--- src/rtl/loopback_engine.sv ---
// loopback_engine: registered pass-through, delay line, PRBS generator and
// PRBS generate-and-check with saturating error counter for the tile I/O path.
// In check mode the returned data is compared against the pattern that was
// driven DEPTH enabled cycles earlier, once the delay line is known to hold it.
module loopback_engine #(
    parameter int WIDTH = 8,
    parameter int DEPTH = 4,
    parameter int CNT_W = 8
) (
    input  logic             clk,
    input  logic             rst,
    input  logic             ena,
    input  logic [1:0]       mode,
    input  logic             clr_err,
    input  logic [WIDTH-1:0] din,
    output logic [WIDTH-1:0] dout,
    output logic             checking,
    output logic             err_pulse,
    output logic             err_sticky,
    output logic [CNT_W-1:0] err_cnt
);

    localparam logic [1:0]        MODE_PASS  = 2'd0;
    localparam logic [1:0]        MODE_DELAY = 2'd1;
    localparam logic [1:0]        MODE_CHECK = 2'd3;
    localparam logic [15:0]       LFSR_SEED  = 16'hACE1;
    localparam logic [15:0]       LFSR_POLY  = 16'hB400;
    localparam int                WARM_W     = $clog2(DEPTH + 1);
    localparam logic [WARM_W-1:0] WARM_MAX   = WARM_W'(DEPTH);

    logic [WIDTH-1:0]  pass_q, pass_d;
    logic [WIDTH-1:0]  dl_q [DEPTH];
    logic [WIDTH-1:0]  dl_d [DEPTH];
    logic [15:0]       lfsr_q, lfsr_d;
    logic [WARM_W-1:0] warm_q, warm_d;
    logic [1:0]        mode_q, mode_d;
    logic [CNT_W-1:0]  err_cnt_q, err_cnt_d;
    logic              err_sticky_q, err_sticky_d;
    logic              err_pulse_q, err_pulse_d;
    logic [WIDTH-1:0]  dl_in;
    logic              mismatch;

    // Next-state for every register; mode bit 1 selects the PRBS modes (GEN/CHECK).
    always_comb begin
        pass_d       = din;
        mode_d       = mode;
        lfsr_d       = lfsr_q;
        warm_d       = warm_q;
        err_cnt_d    = err_cnt_q;
        err_sticky_d = err_sticky_q;

        if (mode[1]) begin
            lfsr_d = (lfsr_q >> 1) ^ (lfsr_q[0] ? LFSR_POLY : 16'h0000);
        end

        dl_in    = mode[1] ? lfsr_q[WIDTH-1:0] : din;
        dl_d[0]  = dl_in;
        for (int i = 1; i < DEPTH; i++) begin
            dl_d[i] = dl_q[i-1];
        end

        // Any mode change, even a single-cycle glitch, restarts warm-up.
        if (mode != mode_q) begin
            warm_d = '0;
        end else if (warm_q != WARM_MAX) begin
            warm_d = warm_q + WARM_W'(1);
        end

        checking    = (mode == MODE_CHECK) && (mode_q == MODE_CHECK) && (warm_q == WARM_MAX);
        mismatch    = checking && (din != dl_q[DEPTH-1]);
        err_pulse_d = mismatch;

        // Clear wins over a coincident mismatch; the pulse still reports it.
        if (clr_err) begin
            err_cnt_d    = '0;
            err_sticky_d = 1'b0;
        end else if (mismatch) begin
            err_sticky_d = 1'b1;
            if (err_cnt_q != {CNT_W{1'b1}}) begin
                err_cnt_d = err_cnt_q + CNT_W'(1);
            end
        end
    end

    // State registers: reset dominates, otherwise update only when enabled.
    always_ff @(posedge clk) begin
        if (rst) begin
            pass_q       <= '0;
            lfsr_q       <= LFSR_SEED;
            warm_q       <= '0;
            mode_q       <= MODE_PASS;
            err_cnt_q    <= '0;
            err_sticky_q <= 1'b0;
            err_pulse_q  <= 1'b0;
            for (int i = 0; i < DEPTH; i++) begin
                dl_q[i] <= '0;
            end
        end else if (ena) begin
            pass_q       <= pass_d;
            lfsr_q       <= lfsr_d;
            warm_q       <= warm_d;
            mode_q       <= mode_d;
            err_cnt_q    <= err_cnt_d;
            err_sticky_q <= err_sticky_d;
            err_pulse_q  <= err_pulse_d;
            for (int i = 0; i < DEPTH; i++) begin
                dl_q[i] <= dl_d[i];
            end
        end
    end

    // Output mux follows the live mode input so GEN shows the seed right after reset.
    always_comb begin
        case (mode)
            MODE_PASS:  dout = pass_q;
            MODE_DELAY: dout = dl_q[DEPTH-1];
            default:    dout = lfsr_q[WIDTH-1:0];
        endcase
    end

    assign err_pulse  = err_pulse_q;
    assign err_sticky = err_sticky_q;
    assign err_cnt    = err_cnt_q;

endmodule

--- config.mk ---
export PLATFORM = sky130hd
export DESIGN_NAME = loopback_engine
export DESIGN_NICKNAME = d
export VERILOG_FILES = /design/src/rtl/loopback_engine.sv
export SDC_FILE = /design/constraint.sdc
export NUM_CORES = 1
export LEC_CHECK = 0
export CORE_ASPECT_RATIO = 0.6
export CORE_MARGIN = 2
export CORE_UTILIZATION = 40
export DETAILED_ROUTE_END_ITERATION = 12
export GPL_TIMING_DRIVEN = 0
export PLACE_DENSITY = 0.6
export SETUP_SLACK_MARGIN = 0.3
export SYNTH_ARGS = -nofsm -noshare
export SYNTH_HDL_FRONTEND = slang
export SYNTH_SLANG_ARGS = --single-unit
--- constraint.sdc ---
create_clock -name clk -period 1.9 [get_ports clk]
set_input_delay 0.38 -clock clk [delete_from_list [all_inputs] [get_ports clk]]
set_output_delay 0.38 -clock clk [all_outputs]
set_load 0.01 [all_outputs]
==> results of run 1 <==
-- through the flow --
| stage | util (%) | setup WS (ns) | hold WS (ns) | TNS [ns] | instances |
|---|---|---|---|---|---|
| 2_1_floorplan | - | 0.3197 | 0.4321 | 0 | 311 |
| 3_3_place_gp | 46.49 | -0.6440 | 0.4477 | -43.78 | 449 |
| 3_5_place_dp | 46.49 | -0.6413 | 0.4491 | -43.76 | 449 |
| 4_1_cts | 52.82 | 0.1568 | 0.4475 | 0 | 483 |
| 5_1_grt | 53.90 | 0.1306 | 0.4161 | 0 | 485 |
| 6_report | 53.90 | 0.1784 | 0.3999 | 0 | 485 |
-- layout by cell type (no fill, tap or decap), drive strengths merged, types with 5 or more instances in the layout --
master,n
a21oi,21
dlymetal6s2s,5
o21ai,10
inv,5
and2,25
dfxtp,39
buf,34
edfxtp,32
mux2i,18
dlygate4sd2,14
nand2,54
clkbuf,23
nand3,6
nor2,19
xnor2,12
nand3b,8
-- power by group through the flow --
stage          Clock (mW)  Combinational (mW)  Sequential (mW)
6_report             1.69               0.339             1.71
3_3_place_gp            0               0.305             1.74
3_5_place_dp            0               0.309             1.75
4_1_cts              1.71               0.328             1.71
2_1_floorplan           0               0.194             1.74
5_1_grt              1.78               0.369             1.72
-- final cells by class --
class / instances / area share (%)
buffer: 18 / 2.742
clock buffer: 10 / 5.455
clock inverter: 6 / 1.699
inverter: 7 / 0.7452
multi-input combinational: 215 / 34.34
sequential: 71 / 41.79
tap: 108 / 3.219
timing repair buffer: 49 / 9.836
timing repair inverter: 1 / 0.1788
-- how the worst max path moves through the flow --
stage | start | depth (start not counted) | endpoint | slack [ns]
finish | dl_q[3][3] | 6 | err_cnt[1] | 0.18
global route | dl_q[3][3] | 6 | err_cnt[1] | 0.13
CTS | warm_q[1] | 8 | err_cnt[1] | 0.16
detailed placement | mode[0] | 5 | dout[4] | -0.64
global placement | mode[0] | 5 | dout[4] | -0.64
floorplan | rst | 3 | dl_q[0][0] | 0.32
-- synthesized netlist by cell type (2+ instances only) --
library cell / n
sky130_fd_sc_hd__a211o_1: 3
sky130_fd_sc_hd__a211oi_1: 2
sky130_fd_sc_hd__a21oi_1: 21
sky130_fd_sc_hd__and2_1: 25
sky130_fd_sc_hd__buf_2: 5
sky130_fd_sc_hd__clkbuf_1: 11
sky130_fd_sc_hd__dfxtp_1: 39
sky130_fd_sc_hd__edfxtp_1: 32
sky130_fd_sc_hd__ha_1: 3
sky130_fd_sc_hd__inv_1: 6
sky130_fd_sc_hd__mux2i_1: 18
sky130_fd_sc_hd__nand2_1: 53
sky130_fd_sc_hd__nand2b_1: 2
sky130_fd_sc_hd__nand3_1: 6
sky130_fd_sc_hd__nand3b_1: 8
sky130_fd_sc_hd__nand4_1: 4
sky130_fd_sc_hd__nor2_1: 19
sky130_fd_sc_hd__o211ai_1: 2
sky130_fd_sc_hd__o21ai_0: 8
sky130_fd_sc_hd__o311ai_0: 3
sky130_fd_sc_hd__or3_1: 4
sky130_fd_sc_hd__or4_1: 3
sky130_fd_sc_hd__or4b_1: 2
sky130_fd_sc_hd__xnor2_1: 12
sky130_fd_sc_hd__xor2_1: 2
-- cell families (layout without fill, tap and decap cells) --
logic type      after synthesis  count (layout)  synth area share (%)
compound gates               47              47                 9.424
xor+xnor                     14              14                 3.864
fa+ha+maj                     3               3                 1.183
buf+inv                      25              91                 3.509
flops                        71              71                 54.89
mux                          18              18                 5.678
simple gates                133             133                 21.45
-- state kept, by name, summed over array words and instances, names as in the netlist --
signal and flops:
mode_q 2, lfsr_q 16, dl_q 32, err_cnt 8
err_sticky 1, err_pulse 1, pass_q 8, warm_q 3
-- worst register-to-register path: stages, from the launching register on --
cell and delay [ns]:
sky130_fd_sc_hd__edfxtp_1 0.42, sky130_fd_sc_hd__xnor2_2 0.16, sky130_fd_sc_hd__nand4_1 0.19, sky130_fd_sc_hd__o21ai_4 0.12, sky130_fd_sc_hd__buf_6 0.14, sky130_fd_sc_hd__or4b_4 0.47
sky130_fd_sc_hd__a21oi_2 0.15
-- per-layer routing --
layer / share of wire (%) / up-vias / track usage [%]
met4: 1.2 / 0 / 6.217
met1: 53 / 1209 / 27.64
met5: 0 / - / 0
met3: 5.1 / 13 / 6.094
li1: - / 1214 / -
met2: 41 / 67 / 25.48
-- timing repair --
item	CTS	global route
hold buffers	0	0
setup endpoints to repair	116	95
gates resized for setup	91	34
pin swaps	14	10
cloned	3	0
setup buffers	15	2
==> impl_results.rst, run 1 <==
.. list-table::
   :header-rows: 1

   * - Metric
     - Value
   * - Total die area
     - 0.008684 mm2
   * - Sequential share of power
     - 45.8%
   * - Routed WL
     - 7.796 mm
   * - Power per unit of standard cell area
     - 891.0 mW/mm2
   * - Minimum clock period
     - 1.722 ns
   * - Top Ports
     - 33
   * - Total inserted antenna cells
     - 0
   * - Largest stage delay on the critical path
     - 0.47 ns
   * - Switching power share of the total
     - 24.00%
   * - Startpoint of the worst register-to-register path
     - dl_q[3][3]
   * - Transition at the pin with the smallest max-transition slack
     - 0.4912 ns
   * - Max Freq
     - 0.5809 GHz
   * - Port bufs
     - 30
   * - Endpoint of the worst register-to-register path
     - err_cnt[1]
   * - Ratio of cells with drive above 1 in the final layout
     - 24.67%
   * - Placeable core area
     - 0.007789 mm2
   * - Synthesized area per cell
     - 10.20 um2
   * - Maximum vdd drop
     - 582.0 uV
   * - Worst skew pair latency
     - 0.33 ns
   * - Detailed-route DRC error count
     - 0
   * - Worst-path maximum fanout
     - 5
   * - Clock Root Buffer
     - sky130_fd_sc_hd__clkbuf_16
   * - Clock slew seen by the registers of the worst setup and hold paths
     - 0.06 ns
   * - Overall overflow remaining after global route
     - 0
   * - Detailed-placement wirelength estimate
     - 4.926 mm
   * - Worst relative slew slack
     - 67.26%
   * - Setup slack on the worst flop-to-flop path
     - 0.18 ns
   * - Post-detailed-route count of antenna-violating nets
     - 0
   * - Combinational share of power
     - 9.1%
   * - Top cells by area, synth
     - sky130_fd_sc_hd__edfxtp_1 (30%), sky130_fd_sc_hd__dfxtp_1 (25%), sky130_fd_sc_hd__nand2_1 (6.3%)
   * - Setup violators final
     - 0
   * - Number of nets in the synthesized netlist
     - 328
   * - MaxCap Viol Count
     - 0
   * - Post-synth top area cell
     - sky130_fd_sc_hd__edfxtp_1
   * - Flop and latch count out of synthesis
     - 71
   * - Clock buffers created by TritonCTS
     - 9
   * - Count of filler cells inserted in the layout
     - 683
   * - Number of distinct library cells after synthesis
     - 43
   * - Largest net degree at the start of global routing
     - 17
   * - Depth of the worst register-to-register path
     - 6
   * - Via total after detailed routing
     - 2503
   * - Effective utilization at floorplan
     - 40.74%
   * - Layout Skew
     - 0.005447 ns
   * - Initial antenna violation count
     - 0
   * - Prevailing post-synth register cell
     - sky130_fd_sc_hd__dfxtp_1
   * - Number of nets in the layout
     - 389
   * - Destination of the worst hold path
     - pass_q[5]
   * - Area used by multi-input combinational logic
     - 0.001441 mm2
   * - Buffers plus inverters on the worst setup path
     - 1
   * - Number of placement rows
     - 25
   * - First-iteration detailed-routing DRC count
     - 264
   * - Cell area after layout
     - 0.004198 mm2
   * - Via count of the first global-routing pass
     - 2283
   * - Clock tree sinks
     - 71
   * - Detailed-routing iteration count for the pre-antenna-repair pass
     - 4
   * - CTS tree
     - done
   * - Post-Place Cell Area
     - 0.003621 mm2
   * - Max Root-Sink Buffers
     - 2
   * - Critical setup path kind
     - flop to flop
   * - Leak
     - 1.765 nW
   * - Setup repair after global routing missed its margin
     - true
   * - Share of synthesized area occupied by flip-flops and latches
     - 54.89%
   * - Gate count of the mapped netlist
     - 311
   * - Sw Pwr
     - 0.8976 mW
   * - Synth async-reset ratio
     - 0%
   * - Last weighted congestion value of the routability-driven placer
     - 0.7818
   * - Overall power
     - 3.740 mW
   * - Cell area after technology mapping
     - 0.003173 mm2
   * - Required time of the critical path
     - 2.16 ns
   * - Crit end category
     - flop
   * - Hold path startpoint
     - din[5]
   * - GR Util All Layers
     - 18.66%
   * - Type of the most critical hold path
     - primary input to flop
   * - Design internal power
     - 2.843 mW
   * - CP top delay family
     - simple AND/OR/NAND/NOR gates
   * - Warning count from the yosys run
     - 0
   * - Startpoint kind of the worst setup timing path
     - flop
   * - WP data arrival
     - 1.98 ns
   * - Routed len/inst
     - 16.07 um
   * - Via count normalized by instance count
     - 5.161
   * - Number of synthesized flops with an enable pin
     - 32
   * - Final worst-path cycle share
     - 90.61%
   * - Final-report max-slew violation count
     - 0
   * - Slowest cell on crit path
     - sky130_fd_sc_hd__or4b_4
   * - Status
     - complete, no violations
   * - Hold Fails Final Rpt
     - 0
   * - Floorplan die height
     - 72.99 um
   * - Maximum level of the CTS H-tree
     - 3
   * - Area share of the largest cell type after synthesis
     - 30.28%
   * - List of cells traversed by the critical path
     - xnor2_2 -> nand4_1 -> o21ai_4 -> buf_6 -> or4b_4 -> a21oi_2
   * - First-pass GRT wire length
     - 12.02 mm
   * - Depth of the worst hold-timing path
     - 3
   * - Die X
     - 119.0 um
   * - Part of the total power dissipated in the clock network
     - 45.1%
   * - Area used by sequential logic in the layout
     - 0.001754 mm2
   * - Layout Area Growth over Synthesis
     - 32.30%
Note: power is estimated with default switching activity, not from simulation.
==> run 2, diff against run 1 <==
Settings changed: SLEW_MARGIN set to 15.
==> results of run 2 <==
The final DEF is identical to that of run 1; final timing and power are the same.
==> run 3, diff against run 2 <==
Settings changed: CTS_CLUSTER_SIZE set to 10.
==> results of run 3 <==
The final DEF is identical to that of run 1; final timing and power are the same.
